<file path="src/rtl/de0_nano_top.sv">
// DE0-Nano UART (8N1) command front end driving eight LEDs: 'L'+byte writes, 'R'/'E' read back LEDs/error count.
// LED write lands one cycle after the stop-bit sample; one response is held pending, and a newer request replaces it.
module de0_nano_top #(
  parameter int CLK_HZ       = 100_000_000,
  parameter int BAUD         = 115_200,
  parameter int CLKS_PER_BIT = CLK_HZ / BAUD
) (
  input  logic       clk_i,
  input  logic       rstn_i,
  output logic [7:0] gpio_o,
  input  logic       uart0_rxd_i,
  output logic       uart0_txd_o
);

  localparam int CW = $clog2(CLKS_PER_BIT);
  localparam logic [CW-1:0] BIT_LAST  = CW'(CLKS_PER_BIT - 1);
  localparam logic [CW-1:0] HALF_LAST = CW'(CLKS_PER_BIT / 2 - 1);

  logic rx_meta, rx_sync;

  always_ff @(posedge clk_i or negedge rstn_i) begin
    if (!rstn_i) begin
      rx_meta <= 1'b1;
      rx_sync <= 1'b1;
    end else begin
      rx_meta <= uart0_rxd_i;
      rx_sync <= rx_meta;
    end
  end

  typedef enum logic [2:0] {RX_IDLE, RX_START, RX_DATA, RX_STOP, RX_WAIT} rx_state_t;
  rx_state_t rx_state, rx_next;
  logic [CW-1:0] rx_cnt;
  logic [2:0]    rx_idx;
  logic [7:0]    rx_shift;
  logic          rx_tick, rx_valid, rx_ferr;
  logic [7:0]    err_cnt;

  assign rx_tick = (rx_cnt == '0);

  always_ff @(posedge clk_i or negedge rstn_i) begin
    if (!rstn_i) rx_state <= RX_IDLE;
    else         rx_state <= rx_next;
  end

  always_comb begin
    rx_next = rx_state;
    case (rx_state)
      RX_IDLE:  if (!rx_sync) rx_next = RX_START;
      RX_START: if (rx_tick) rx_next = rx_sync ? RX_IDLE : RX_DATA;
      RX_DATA:  if (rx_tick && rx_idx == 3'd7) rx_next = RX_STOP;
      RX_STOP:  if (rx_tick) rx_next = rx_sync ? RX_IDLE : RX_WAIT;
      RX_WAIT:  if (rx_sync) rx_next = RX_IDLE;
      default:  rx_next = RX_IDLE;
    endcase
  end

  always_comb begin
    rx_valid = (rx_state == RX_STOP) && rx_tick && rx_sync;
    rx_ferr  = (rx_state == RX_STOP) && rx_tick && !rx_sync;
  end

  // Counter preloads to half a bit while idle so the start-bit re-check lands mid-bit.
  always_ff @(posedge clk_i or negedge rstn_i) begin
    if (!rstn_i) begin
      rx_cnt   <= '0;
      rx_idx   <= '0;
      rx_shift <= '0;
    end else begin
      case (rx_state)
        RX_IDLE: rx_cnt <= HALF_LAST;
        RX_START: begin
          if (rx_tick) begin
            rx_cnt <= BIT_LAST;
            rx_idx <= '0;
          end else begin
            rx_cnt <= rx_cnt - 1'b1;
          end
        end
        RX_DATA: begin
          if (rx_tick) begin
            rx_cnt   <= BIT_LAST;
            rx_shift <= {rx_sync, rx_shift[7:1]};
            rx_idx   <= rx_idx + 3'd1;
          end else begin
            rx_cnt <= rx_cnt - 1'b1;
          end
        end
        RX_STOP: if (!rx_tick) rx_cnt <= rx_cnt - 1'b1;
        default: ;
      endcase
    end
  end

  always_ff @(posedge clk_i or negedge rstn_i) begin
    if (!rstn_i)                          err_cnt <= 8'h00;
    else if (rx_ferr && err_cnt != 8'hFF) err_cnt <= err_cnt + 8'd1;
  end

  typedef enum logic {CMD_CMD, CMD_DATA} cmd_state_t;
  cmd_state_t cmd_state, cmd_next;
  logic       gpio_we, resp_req;
  logic [7:0] resp_val;
  logic       resp_pend;
  logic [7:0] resp_dat;
  logic       tx_load;

  always_ff @(posedge clk_i or negedge rstn_i) begin
    if (!rstn_i) cmd_state <= CMD_CMD;
    else         cmd_state <= cmd_next;
  end

  always_comb begin
    cmd_next = cmd_state;
    case (cmd_state)
      CMD_CMD:  if (rx_valid && rx_shift == 8'h4C) cmd_next = CMD_DATA;
      CMD_DATA: if (rx_valid) cmd_next = CMD_CMD;
      default:  cmd_next = CMD_CMD;
    endcase
  end

  always_comb begin
    gpio_we  = (cmd_state == CMD_DATA) && rx_valid;
    resp_req = 1'b0;
    resp_val = gpio_o;
    if (cmd_state == CMD_CMD && rx_valid) begin
      if (rx_shift == 8'h52) begin
        resp_req = 1'b1;
        resp_val = gpio_o;
      end else if (rx_shift == 8'h45) begin
        resp_req = 1'b1;
        resp_val = err_cnt;
      end
    end
  end

  always_ff @(posedge clk_i or negedge rstn_i) begin
    if (!rstn_i)      gpio_o <= 8'h00;
    else if (gpio_we) gpio_o <= rx_shift;
  end

  // A fresh request wins over a same-cycle load; the loaded byte is then the older one.
  always_ff @(posedge clk_i or negedge rstn_i) begin
    if (!rstn_i) begin
      resp_pend <= 1'b0;
      resp_dat  <= 8'h00;
    end else if (resp_req) begin
      resp_pend <= 1'b1;
      resp_dat  <= resp_val;
    end else if (tx_load) begin
      resp_pend <= 1'b0;
    end
  end

  typedef enum logic [1:0] {TX_IDLE, TX_START, TX_DATA, TX_STOP} tx_state_t;
  tx_state_t tx_state, tx_next;
  logic [CW-1:0] tx_cnt;
  logic [2:0]    tx_idx, tx_idx_next;
  logic [7:0]    tx_byte;
  logic          tx_tick, txd_next;

  assign tx_tick = (tx_cnt == '0);

  always_ff @(posedge clk_i or negedge rstn_i) begin
    if (!rstn_i) tx_state <= TX_IDLE;
    else         tx_state <= tx_next;
  end

  always_comb begin
    tx_next = tx_state;
    case (tx_state)
      TX_IDLE:  if (resp_pend) tx_next = TX_START;
      TX_START: if (tx_tick) tx_next = TX_DATA;
      TX_DATA:  if (tx_tick && tx_idx == 3'd7) tx_next = TX_STOP;
      TX_STOP:  if (tx_tick) tx_next = TX_IDLE;
      default:  tx_next = TX_IDLE;
    endcase
  end

  always_comb begin
    tx_load     = (tx_state == TX_IDLE) && resp_pend;
    tx_idx_next = tx_idx;
    if (tx_state == TX_START)               tx_idx_next = 3'd0;
    else if (tx_state == TX_DATA && tx_tick) tx_idx_next = tx_idx + 3'd1;
    case (tx_next)
      TX_START: txd_next = 1'b0;
      TX_DATA:  txd_next = tx_byte[tx_idx_next];
      default:  txd_next = 1'b1;
    endcase
  end

  always_ff @(posedge clk_i or negedge rstn_i) begin
    if (!rstn_i) begin
      tx_cnt      <= '0;
      tx_idx      <= '0;
      tx_byte     <= 8'h00;
      uart0_txd_o <= 1'b1;
    end else begin
      if (tx_load) begin
        tx_byte <= resp_dat;
        tx_cnt  <= BIT_LAST;
      end else if (tx_state != TX_IDLE) begin
        tx_cnt <= tx_tick ? BIT_LAST : tx_cnt - 1'b1;
      end
      tx_idx      <= tx_idx_next;
      uart0_txd_o <= txd_next;
    end
  end

endmodule

</file>
<file path="config.mk">
export PLATFORM = sky130hd
export DESIGN_NAME = de0_nano_top
export DESIGN_NICKNAME = d
export VERILOG_FILES = /design/src/rtl/de0_nano_top.sv
export SDC_FILE = /design/constraint.sdc
export NUM_CORES = 1
export LEC_CHECK = 0
export ABC_AREA = 1
export CAP_MARGIN = 5
export CORE_MARGIN = 2
export CORE_UTILIZATION = 57
export CTS_BUF_LIST = sky130_fd_sc_hd__clkbuf_4
export CTS_CLUSTER_DIAMETER = 80
export CTS_CLUSTER_SIZE = 12
export DETAILED_ROUTE_END_ITERATION = 10
export GPL_ROUTABILITY_DRIVEN = 1
export GPL_TIMING_DRIVEN = 0
export PLACE_DENSITY = 0.76
export SLEW_MARGIN = 20
export SYNTH_ARGS = -nofsm -noshare
export SYNTH_HDL_FRONTEND = slang
export SYNTH_SLANG_ARGS = --single-unit
</file>
<file path="constraint.sdc">
create_clock -name clk_i -period 1.7 [get_ports clk_i]
set_input_delay 0.255 -clock clk_i [delete_from_list [all_inputs] [get_ports clk_i]]
set_output_delay 0.255 -clock clk_i [all_outputs]
set_load 0.1 [all_outputs]
</file>
==> metrics, run 1 <==
GRT overflow=0; failing checks=negative setup slack; GRT busiest layer=met2; 1st-pass router iterations=4; Worst R2R Start=rx_shift[1]; period utilization=106%; clk sinks=76; antenna violations before repair=0; count leader, synth=nand2_1; synthesis-stage register bit count=76; clk_skew=17.8 ps; Mapped Avg Cell Area=8.17 sq um; Setup violations, final=24; FMAX=556 MHz; post-route insts no fill=631; starting density of the core=58.5%; Worst Path Required=2090 ps; DRC viols=0; EDFF count, synth=0; H-Tree Depth=3; post-layout util=74.3%; Post-Syn Area=3930 sq um; first-pass GRT wire length=15,200 um; Worst Tran Pin Value=547 ps; Final WS setup=-97.0 ps; total CTS buffers=9; wirelength, routed=9300 um; crit path kind=reg -> reg; Die W=87.0 um; synth cell count leaders=nand2_1 (112), dfrtp_1 (73), inv_1 (72), o21ai_0 (58), nor2_1 (36); Syn Inst Count=481; via count=3,500; met1 global-route usage=32.2%; # IOs=12; Power Dens Cells=599 nW/um^2; share of layout cells above drive strength 1=32.5%; largest area contributor in the netlist=dfrtp_1; post-route minimum period=1800 ps; post-synthesis adder-cell area fraction=2.55%; max_cap viols=0; post-synthesis mux area share=0.860%; P&R area growth vs syn=27.1%; n_diodes=0; largest net degree at the start of global routing=41; Syn Nets=492; final RePlAce weighted congestion=0.879; Startpoint Class=register; worst-path fanout max=10; GR Util met3=4.27%; Rows=30; end point of the critical path=resp_dat[1]; # port buffers=11; WL/cell=14.7 um; CTS tree=done; Max Transition Viols Final=0; top cell type's share of synthesized area=46.5%; ys flop type=dfrtp_1; reg-to-reg slack, setup=-100 ps; Post-DP HPWL=5650 um; net count reported at finish=557; via density per instance=5.55; Max rail drop VDD=0.000415 V; # placed instances=573; combinational family with the most area after synthesis=simple AND/OR/NAND/NOR gates; leakage=2.51 nW; Final Hold Viols=0; simple-gate share of the synthesized area=25.1%; r2r worst-path depth=10; Critical Path AT=2180 ps; Netlist cell types=37; DIE AREA=7580 sq um; R2R Path End=resp_dat[1]; Worst setup startpoint=rx_shift[1]; DRT iter0 DRCs=223; compound-cell area share of the yosys netlist=11.8%; Detail Route Antenna Nets=0; worst min path class=in -> reg; Hold Slack=214 ps; crit end category=register; Slew HR=63.7%; vias in the first global route=3,428; Root Driver=clkbuf_4; RSZ-0062 raised after global routing=yes; Max clock buf depth=2; Worst-path clk slew=130 ps; height of the die=87.0 um; met2 usage=43.3%; status=finished, violations left; synth warn=0; fraction of registers with async set/reset=100%; share of the synthesized netlist area taken by xor and xnor gates=2.67%; GRT Resource Usage Total=25.4%; core area=6720 sq um; setup_tns=-1040 ps; worst skew pair latency=440 ps; ranking of synthesized cells by area=dfrtp_1 (46%), nand2_1 (11%), o21ai_0 (7.4%), inv_1 (6.9%), nor2_1 (3.4%); sequential area share after synthesis=48.5%
## critical path: stages (launching register included)
cell and delay (ps):
dfrtp_1 460, inv_1 110, nand3_1 70, nor2_1 230, nand2_2 150, clkbuf_2 210
o21ai_0 200, nand2_1 90, o21ai_1 90, nand2_1 70, nand2_1 60
## metal layers
metal / routed length (um) / part of all wire [%]
met1: 3980 / 43
met2: 4770 / 51
met3: 286 / 3.1
met4: 273 / 2.9
met5: 0 / 0
## power breakdown
part           switching (mW)  leakage (nW)  total [mW]  internal [mW]
Sequential            0.00275          1.03        1.81           1.81
Clock                   0.672        0.0725        1.13          0.454
Combinational          0.0380          1.41      0.0485         0.0105
## registers in the layout (all words and copies together) (netlist names)
register and cells:
rx_idx 3, rx_sync 1, tx_cnt 10, gpio_o 8, err_cnt 8, rx_state 3, tx_state 2, resp_dat 8
cmd_state 1, resp_pend 1, rx_shift 8, tx_idx 3, tx_byte 8, rx_meta 1, uart0_txd_o 1, rx_cnt 10
## how the worst min path moves through the flow
stage | start | to | slack [ps] | depth (start not counted)
2_1_floorplan | rstn_i | cmd_state | -40 | 0
3_3_place_gp | rx_meta | rx_sync | 350 | 0
3_5_place_dp | rstn_i | tx_cnt[6] | 270 | 1
4_1_cts | uart0_rxd_i | rx_meta | 220 | 1
5_1_grt | uart0_rxd_i | rx_meta | 210 | 1
6_report | uart0_rxd_i | rx_meta | 210 | 1
## final cells by class
| class | count | area [sq um] |
|---|---|---|
| well taps | 80 | 100 |
| fillers | 453 | 1720 |
| clock buffers | 9 | 67.6 |
| plain buffers | 4 | 32.5 |
| flip-flops and latches | 76 | 1910 |
| multi-input cells | 320 | 2010 |
| clock inverters | 7 | 76.3 |
| inverters | 80 | 310 |
| repair inverters | 1 | 3.75 |
| repair buffers | 54 | 487 |
## cells in the final DEF, fill, tap and decap left out, types with 7 or more instances in the layout
cell and n:
a21oi_1 9, buf_4 35, buf_6 7, clkbuf_4 9, dfrtp_1 71, inv_1 59, inv_2 19, nand2_1 94
nand2_2 15, nand2_4 9, nand3_1 15, nor2_1 29, nor2_2 7, o21ai_0 37, o21ai_1 9, o21ai_2 14
o22ai_1 8, xor2_1 10
## repair_timing
action,CTS,global route
buffers inserted,27,12
pin swaps,24,23
resized for setup,96,59
hold endpoints to repair,38,0
hold buffers,1,0
cloned,3,0
setup endpoints to repair,59,56
## cells by family (layout without fill, tap and decap cells)
group / count (synthesis) / after routing
muxes: 3 / 3
xor gates and xnor gates: 12 / 12
buffers and inverters: 85 / 155
AOI/OAI and AO/OA: 86 / 86
DFF: 76 / 76
and+or+nand+nor: 211 / 211
adders and majority gates: 8 / 8
## per-stage QoR
step	setup WS (ps)	total power, mW	cell area (sq um)
2_1_floorplan	-2.83	1.85	3940
3_3_place_gp	-2250	1.89	4150
3_5_place_dp	-326	1.90	4170
4_1_cts	-110	3.01	4720
5_1_grt	-235	3.12	4990
6_report	-97.0	2.99	4990
Power figures use the tool's default switching activity.
==> run 2: changes to the inputs <==
==> config.mk (replaced) <==
export PLATFORM = sky130hd
export DESIGN_NAME = de0_nano_top
export DESIGN_NICKNAME = d
export VERILOG_FILES = /design/src/rtl/de0_nano_top.sv
export SDC_FILE = /design/constraint.sdc
export NUM_CORES = 1
export LEC_CHECK = 0
export CAP_MARGIN = 5
export CORE_MARGIN = 2
export CORE_UTILIZATION = 55
export CTS_CLUSTER_DIAMETER = 80
export CTS_CLUSTER_SIZE = 12
export DETAILED_ROUTE_END_ITERATION = 10
export GPL_ROUTABILITY_DRIVEN = 1
export GPL_TIMING_DRIVEN = 0
export PLACE_DENSITY = 0.73
export SLEW_MARGIN = 20
export SYNTH_ARGS = -nofsm -noshare
export SYNTH_HDL_FRONTEND = slang
export SYNTH_SLANG_ARGS = --single-unit
==> constraint.sdc (replaced) <==
create_clock -name clk_i -period 1.7 [get_ports clk_i]
set_input_delay 0.34 -clock clk_i [delete_from_list [all_inputs] [get_ports clk_i]]
set_output_delay 0.34 -clock clk_i [all_outputs]
set_load 0.1 [all_outputs]
==> metrics, run 2 <==
total CTS buffers=9; first-pass GRT wire length=14,900 um; worst min path class=reg -> reg; 1st-pass router iterations=4; top cell type's share of synthesized area=49.1%; Syn Nets=358; largest net degree at the start of global routing=55; height of the die=86.2 um; failing checks=negative setup slack; DRT iter0 DRCs=124; Final WS setup=-670 ps; via density per instance=6.15; worst skew pair latency=350 ps; max_cap viols=0; clk_skew=9.06 ps; most frequent cells in the layout=dfrtp_1 (73), nor2_1 (27), buf_4 (26); synthesis-stage register bit count=76; worst-path fanout max=10; # placed instances=436; Root Driver=clkbuf_8; Post-DP HPWL=4900 um; Final Hold Viols=0; fraction of registers with async set/reset=100%; P&R area growth vs syn=37.2%; via count=3,032; status=finished, violations left; # IOs=12; Die W=86.2 um; crit path kind=reg -> reg; Max clock buf depth=2; vias in the first global route=3,016; RSZ-0062 raised after global routing=yes; Finished Cell Area=5100 sq um; Post-Syn Area=3720 sq um; Worst Tran Pin Value=554 ps; Syn Inst Count=347; Max rail drop VDD=0.000735 V; GRT overflow=0; Worst-path clk slew=80 ps; share of layout cells above drive strength 1=48.3%; Power Dens Cells=635 nW/um^2; Netlist cell types=60; post-route insts no fill=493; n_diodes=0; wirelength, routed=9500 um; post-route minimum period=2370 ps; GRT Resource Usage Total=25.8%; largest area contributor in the netlist=dfrtp_1; WL/cell=19.3 um; Largest regs=rx_cnt x10, tx_cnt x10; DIE AREA=7430 sq um; Startpoint Class=register; core area=6460 sq um; final RePlAce weighted congestion=0.826; setup_tns=-16,930 ps; Max Transition Viols Final=0; CTS tree=done; most common library cell in the layout ignoring fill and taps=dfrtp_1; Area after DPL=4080 sq um; Detail Route Antenna Nets=0; net count reported at finish=422; sequential area share after synthesis=51.2%; Worst Path Required=1980 ps; clk sinks=76; ranking of synthesized cells by area=dfrtp_1 (49%), mux2_2 (7.3%), nor2_1 (4.4%), a21oi_1 (3.2%), ha_1 (2.7%); Slew HR=63.2%; crit end category=register; leakage=2.38 nW; period utilization=139%; ys flop type=dfrtp_1; DRC viols=0; synth warn=0; synth cell count leaders=dfrtp_1 (73), nor2_1 (44), a21oi_1 (24), mux2_2 (24), nand2_1 (21); Critical Path AT=2650 ps; EDFF count, synth=0; Mapped Avg Cell Area=10.7 sq um; H-Tree Depth=3; Rows=29; Setup violations, final=61; starting density of the core=57.6%; FMAX=422 MHz; count leader, synth=dfrtp_1; post-layout util=79.0%; # port buffers=11; antenna violations before repair=0
run 2: repair_timing:
action | 4_1_cts | 5_1_grt
pin swaps | 27 | 27
resized for setup | 98 | 67
hold buffers | 1 | 0
endpoints found under the setup margin | 80 | 77
endpoints found under the hold margin | 21 | 0
buffers inserted | 37 | 12
cloned | 1 | 0
run 2: cells by family after synthesis:
kind of cell / Yosys count / share of synthesized area [%]
AO/OA/AOI/OAI: 75 / 13.1
XOR/XNOR: 10 / 2.36
adder cells (fa/ha/maj): 8 / 2.69
buffers and inverters: 22 / 2.69
flip-flops: 76 / 51.2
multiplexers: 35 / 10.4
AND/OR/NAND/NOR: 121 / 17.6
run 2: metal layers:
metal | track usage [%] | vias up | part of all wire, %
met5 | 0 | - | 0
met4 | 9.09 | 0 | 2.2
met3 | 5.43 | 22 | 3.9
met2 | 45.0 | 88 | 54
met1 | 32.0 | 1532 | 40
li1 | - | 1390 | -
run 2: worst max-delay path, stage by stage, from the launching register on:
cell,delay (ps)
dfrtp_1,380
buf_6,150
or4b_4,550
nor4_4,220
nor3_2,100
mux2_4,300
o221a_1,240
o41a_1,360
run 2: metrics by stage:
stage,setup slack [ps],power [mW],hold slack [ps]
final,-670,3.24,358
after global routing,-773,3.35,360
after CTS,-689,3.26,358
after detailed placement,-855,1.90,271
after global placement,-2330,1.89,346
after floorplan,-615,1.85,44.4
run 2: report_power, final:
group	internal, mW	switching, mW
combinational	0.0124	0.0378
clock	0.682	0.695
sequential	1.81	0.00259
total	2.50	0.736
run 2: final cells by class:
cell class	count	area (sq um)
inverters	10	42.5
repair buffers	57	576
clock buffers	10	128
well taps	77	96.3
fillers	362	1360
plain buffers	8	71.3
multi-input cells	249	2220
clock inverters	6	65.1
flip-flops and latches	76	1910
run 2: final timing paths:
kind,cells past startpoint,slack [ps],to,start
max,7,-670,uart0_txd_o,tx_state[0]
min,0,360,rx_sync,rx_meta
max reg2reg,7,-670,uart0_txd_o,tx_state[0]
min reg2reg,0,360,rx_sync,rx_meta
max in group asynchronous,3,640,rx_meta,rstn_i
min in group asynchronous,2,440,tx_cnt[8],rstn_i
